$ cat src/rtl/prm_edge_mask_acc.sv
// prm_edge_mask_acc: accumulates per-point blocked-edge masks from a
// combinational collision-checker bank into one blocked-edge mask per scan.
// A scan starts on a start pulse, ORs in pt_num accepted point masks and then
// presents the result until the downstream planner takes it.
// Optional feature: define EDGE_MASK_POPCNT_EN to add the blocked_cnt output,
// the number of blocked edges in mask_out.

module prm_edge_mask_acc #(
  parameter int EDGE_NUM = 256,
  parameter int PT_CNT_W = 16
) (
  input  logic                          clk,
  input  logic                          rst,
  input  logic                          start,
  input  logic [PT_CNT_W-1:0]           pt_num,
  input  logic                          pt_valid,
  input  logic [EDGE_NUM-1:0]           chk_mask,
  output logic                          pt_ready,
  output logic                          mask_valid,
  input  logic                          mask_ready,
  output logic [EDGE_NUM-1:0]           mask_out,
`ifdef EDGE_MASK_POPCNT_EN
  output logic [$clog2(EDGE_NUM+1)-1:0] blocked_cnt,
`endif
  output logic                          busy
);

  typedef enum logic [1:0] {
    IDLE = 2'd0,
    SCAN = 2'd1,
    OUT  = 2'd2
  } state_t;

  localparam logic [PT_CNT_W-1:0] CNT_ONE  = PT_CNT_W'(1);
  localparam logic [PT_CNT_W-1:0] CNT_ZERO = '0;

  state_t                state;
  state_t                state_nxt;
  logic [EDGE_NUM-1:0]   acc;
  logic [EDGE_NUM-1:0]   acc_nxt;
  logic [EDGE_NUM-1:0]   result;
  logic [EDGE_NUM-1:0]   result_nxt;
  logic [PT_CNT_W-1:0]   cnt;
  logic [PT_CNT_W-1:0]   cnt_nxt;
  logic [PT_CNT_W-1:0]   pt_num_q;
  logic [PT_CNT_W-1:0]   pt_num_nxt;
  logic                  accept;
  logic                  last_pt;
  logic [EDGE_NUM-1:0]   merged;

  // A point is taken only while scanning; the final point is the one whose
  // index equals pt_num-1, compared before incrementing so the counter never
  // has to hold a value past pt_num and cannot wrap.
  assign accept  = (state == SCAN) && pt_valid;
  assign last_pt = (cnt == (pt_num_q - CNT_ONE));
  assign merged  = acc | chk_mask;

  // State, accumulator, point counter, latched point count and held result.
  always_ff @(posedge clk) begin
    if (rst) begin
      state    <= IDLE;
      acc      <= '0;
      result   <= '0;
      cnt      <= '0;
      pt_num_q <= '0;
    end else begin
      state    <= state_nxt;
      acc      <= acc_nxt;
      result   <= result_nxt;
      cnt      <= cnt_nxt;
      pt_num_q <= pt_num_nxt;
    end
  end

  // Next-state and datapath update; the result register is loaded on the
  // same edge that enters OUT so it equals the final accumulator and then
  // stays put until the next scan completes.
  always_comb begin
    state_nxt  = state;
    acc_nxt    = acc;
    result_nxt = result;
    cnt_nxt    = cnt;
    pt_num_nxt = pt_num_q;
    case (state)
      IDLE: begin
        if (start) begin
          pt_num_nxt = pt_num;
          acc_nxt    = '0;
          cnt_nxt    = '0;
          if (pt_num == CNT_ZERO) begin
            state_nxt  = OUT;
            result_nxt = '0;
          end else begin
            state_nxt  = SCAN;
          end
        end
      end
      SCAN: begin
        if (accept) begin
          acc_nxt = merged;
          cnt_nxt = cnt + CNT_ONE;
          if (last_pt) begin
            state_nxt  = OUT;
            result_nxt = merged;
          end
        end
      end
      OUT: begin
        if (mask_ready) begin
          state_nxt = IDLE;
        end
      end
      default: begin
        state_nxt = IDLE;
      end
    endcase
  end

  // Status and data outputs, forced quiet while reset is held so nothing
  // downstream sees a stale handshake during the reset cycle itself.
  always_comb begin
    pt_ready   = 1'b0;
    mask_valid = 1'b0;
    busy       = 1'b0;
    mask_out   = '0;
    if (!rst) begin
      pt_ready   = (state == SCAN);
      mask_valid = (state == OUT);
      busy       = (state == SCAN) || (state == OUT);
      mask_out   = result;
    end
  end

`ifdef EDGE_MASK_POPCNT_EN
  // Population count of the presented mask; follows mask_out, so it is zero
  // after reset and valid whenever mask_valid is high.
  always_comb begin
    blocked_cnt = '0;
    for (int i = 0; i < EDGE_NUM; i++) begin
      blocked_cnt = blocked_cnt + {{($clog2(EDGE_NUM+1)-1){1'b0}}, mask_out[i]};
    end
  end
`endif

endmodule

$ cat config.mk
export PLATFORM = sky130hd
export DESIGN_NAME = prm_edge_mask_acc
export DESIGN_NICKNAME = d
export VERILOG_FILES = /design/src/rtl/prm_edge_mask_acc.sv
export SDC_FILE = /design/constraint.sdc
export NUM_CORES = 1
export LEC_CHECK = 0
export ABC_CLOCK_PERIOD_IN_PS = 2900
export CAP_MARGIN = 40
export CORE_UTILIZATION = 44
export CTS_BUF_LIST = sky130_fd_sc_hd__clkbuf_16
export CTS_CLUSTER_DIAMETER = 120
export DETAILED_ROUTE_END_ITERATION = 6
export PLACE_DENSITY = 0.77
export SLEW_MARGIN = 25
export SYNTH_ARGS = -nofsm -noshare
export SYNTH_HDL_FRONTEND = slang
export SYNTH_SLANG_ARGS = --single-unit
$ cat constraint.sdc
create_clock -name clk -period 2.9 [get_ports clk]
set_clock_uncertainty 0.2 [all_clocks]
set_input_delay 0.58 -clock clk [delete_from_list [all_inputs] [get_ports clk]]
set_output_delay 0.58 -clock clk [all_outputs]
set_load 0.01 [all_outputs]
==> impl_metrics.py <==
metrics = {
    "critical_path": {
        "crit_arrival_ns": 3.39,
        "crit_fanout": 109,
        "crit_path_end_kind": "register",
        "required_ns": 3.20,
        "critical_path_class": "reg -> reg",
        "start_kind": "register",
    },
    "cts": {
        "htreeDepth": 2,
        "clkSinkCount": 546,
        "root_buffer": "clkbuf_16",
        "clock_path_buffers": 3,
        "hold_buffers": 0,
        "tritoncts": "yes",
        "path_clk_slew_ns": 0.06,
        "insertion_delay_ns": 0.59,
        "cts_buffers": 54,
    },
    "pwr": {
        "vdd_ir_drop_max_uv": 839.0,
        "pwr-share-clk_pct": 32.3,
        "swShare_pct": 31.83,
        "power_density_nw_per_um2": 788.7,
        "intPower_mw": 15.45,
        "seqPwrFrac_pct": 40.6,
        "p_switching_mw": 7.216,
        "p_comb_share_pct": 27.2,
        "leakagePower_nw": 10.84,
    },
    "timing": {
        "period_needed_ns": 3.093,
        "finalMaxSlewViolations": 0,
        "hold_viol": 0,
        "min_period_over_period_pct": 106.6,
        "max_freq_ghz": 0.3233,
        "slew_headroom_pct": 54.93,
        "setup_viol": 256,
        "setup_ws_ns": -0.1927,
        "rsz0062_at_grt": "true",
        "final.setup.tns_ns": -34.77,
        "worst_pin_slew_ns": 0.6760,
    },
    "placement": {
        "port_buffers": 535,
        "gp_congestion": 0.8725,
        "hpwl_um": 42130,
        "placedCellCount": 3278,
    },
    "synthesis": {
        "synth-xor-area-share_pct": 1.436,
        "yosys_warnings": 0,
        "synth_cells": 2203,
        "syn_area_per_cell_sq_um": 9.136,
        "synth_mux_area_share_pct": 0.1057,
        "synth_fa_ha_area_share_pct": 0.3108,
        "synth_edf_count": 0,
        "synth_nets": 2485,
        "synth.largest_area_cell": "dfxtp_1",
        "synth_async_sr_flop_share_pct": 0,
        "syn-cell-area_sq_um": 20130,
        "synth_area_leaders": "dfxtp_1 (54%), o2bb2ai_1 (11%), nor2_1 (10%)",
        "yosys.area_share.simple_pct": 20.74,
        "ys_top_cells_by_count": "dfxtp_1 (546), nor2_1 (536), a21oi_1 (277), nor2b_1 (261), o2bb2ai_1 (256)",
        "synth_top_family_by_area": "simple AND/OR/NAND/NOR gates",
        "synth-seq-area-share_pct": 54.31,
        "synth_compound_area_share_pct": 19.02,
        "yosysMostFrequentCell": "dfxtp_1",
        "yosys.area.top_type_share_pct": 54.31,
        "ys_seq_elements": 546,
        "ys_types": 46,
        "ys_dominant_reg_cell": "dfxtp_1",
    },
    "global_routing": {
        "antenna_found_initial": 6,
        "track_usage_pct": 26.43,
        "grt.overflow.total": 0,
        "grt_pass1_vias": 18180,
        "grt_pass1_wl_um": 99160,
        "grt_start_max_net_pins": 120,
    },
    "die": {
        "fp-row-count": 77,
        "die_area_sq_um": 46600,
        "die_height_um": 215.9,
        "initial_core_util_pct": 45.02,
        "pin_count": 536,
        "core_sq_um": 44700,
        "die_w_um": 215.9,
    },
    "drt": {
        "wl_um": 62910,
        "drt_drc_violations_left": 0,
        "drt_iter0_drc": 1239,
        "num_vias": 17910,
        "postRouteAntennaNets": 0,
        "wl_per_cell_um": 18.55,
        "firstDrtPassIters": 5,
        "viasPerCell": 5.282,
    },
    "cells_and_area": {
        "fillers": 3536,
        "fin_cells": 3391,
        "syn_to_final_growth_pct": 42.82,
        "drive_gt1_share_pct": 7.979,
        "nets": 3034,
    },
    "outcome": {
        "failed_checks": "negative setup slack",
        "status": "finished, violations left",
    },
    "min_path": {
        "hp-class": "reg -> reg",
    },
    "flow_run": {
        "cap_viol_max_count": 0,
    },
}
[timing repair]
action,4_1_cts,5_1_grt
gates resized for setup,31,4
setup buffers,4,0
pin swaps,6,0
endpoints found under the setup margin,258,260
cloned,6,0
[metrics by stage]
stage                     setup WS (ns)  hold WS, ns  total power [mW]  instance area (sq um)  utilization [%]
after global routing            -0.2553       0.2907             23.80                  28740            64.30
final                           -0.1927       0.2667             22.67                  28740            64.30
after detailed placement        -0.2875       0.2545             15.07                  26530            59.34
after global placement          -0.2602       0.2450             14.85                  26530            59.34
after CTS                       -0.1573       0.2695             22.76                  28710            64.22
after floorplan                -0.01044       0.2374             13.08                  20140                -
[worst paths after layout]
kind | start | cells after the start | slack [ns] | end
setup / recovery | pt_num_q[1] | 9 | -0.19 | result[26]
hold / removal | acc[245] | 2 | 0.27 | acc[245]
setup reg to reg | pt_num_q[1] | 9 | -0.19 | result[26]
hold reg to reg | acc[245] | 2 | 0.27 | acc[245]
[sequential cells by signal (all words and copies together) (netlist names)]
name      cells
result      256
acc         256
state         2
pt_num_q     16
cnt          16
[power groups by stage]
stage / registers [mW] / clock network [mW] / logic [mW]
floorplan: 9.21 / 0 / 3.88
finish: 9.20 / 7.31 / 6.16
global placement: 9.27 / 0 / 5.58
detailed placement: 9.32 / 0 / 5.75
CTS: 9.19 / 7.44 / 6.13
global route: 9.32 / 7.72 / 6.76
[final cells by class]
type                    instances  area (sq um)  area share, %
repair buffers                647          6636          23.09
clock buffers                  55          1376          4.788
diodes                          4         10.01        0.03482
well taps                     592         740.7          2.577
inverters                       7         26.28        0.09142
multi-input cells            1496          8538          29.71
clock inverters                44         481.7          1.676
flip-flops and latches        546         10930          38.04
[cell usage in the layout, fill, tap and decap left out, types with 3 or more instances in the layout]
master,n
xnor2_1,18
diode_2,4
o21ai_0,3
a21oi_1,277
clkinv_2,5
buf_16,7
clkinvlp_4,6
bufinv_16,10
buf_4,79
buf_6,4
nor2_1,533
nor3_1,10
inv_1,12
clkbuf_16,55
o2bb2ai_2,4
inv_6,3
ha_1,4
or3_1,3
clkinv_1,13
buf_12,20
xor2_1,14
a211oi_1,3
or4_4,3
dfxtp_1,544
nand4_1,8
nor4_1,8
nand3_1,9
and3_1,4
o2bb2ai_1,252
nor2b_1,261
clkdlybuf4s50_1,533
nand2_1,43
[routing by layer]
layer,GRT usage [%],part of all wire [%],routed length [um]
met1,32.39,41,25950
met2,44.54,49,30540
met3,6.498,6.8,4307
met4,10.17,3.3,2082
met5,0,0.041,26
[critical path: stages, from the launching register on]
cell	delay (ns)
dfxtp_1	0.35
or4_4	0.55
or4_4	0.51
a21oi_4	0.16
o22ai_1	0.11
nor4_1	0.27
buf_4	0.16
nand3_4	0.10
buf_12	0.22
o2bb2ai_1	0.26
[logic make-up (layout without fill, tap and decap cells)]
logic type	count (synthesis)	after routing
and+or+nand+nor	898	899
buffers and inverters	162	753
AOI/OAI and AO/OA	557	557
muxes	2	2
DFF	546	546
xor gates and xnor gates	33	33
other	0	4
adders and majority gates	5	5
(Power assumes the default switching activity.)
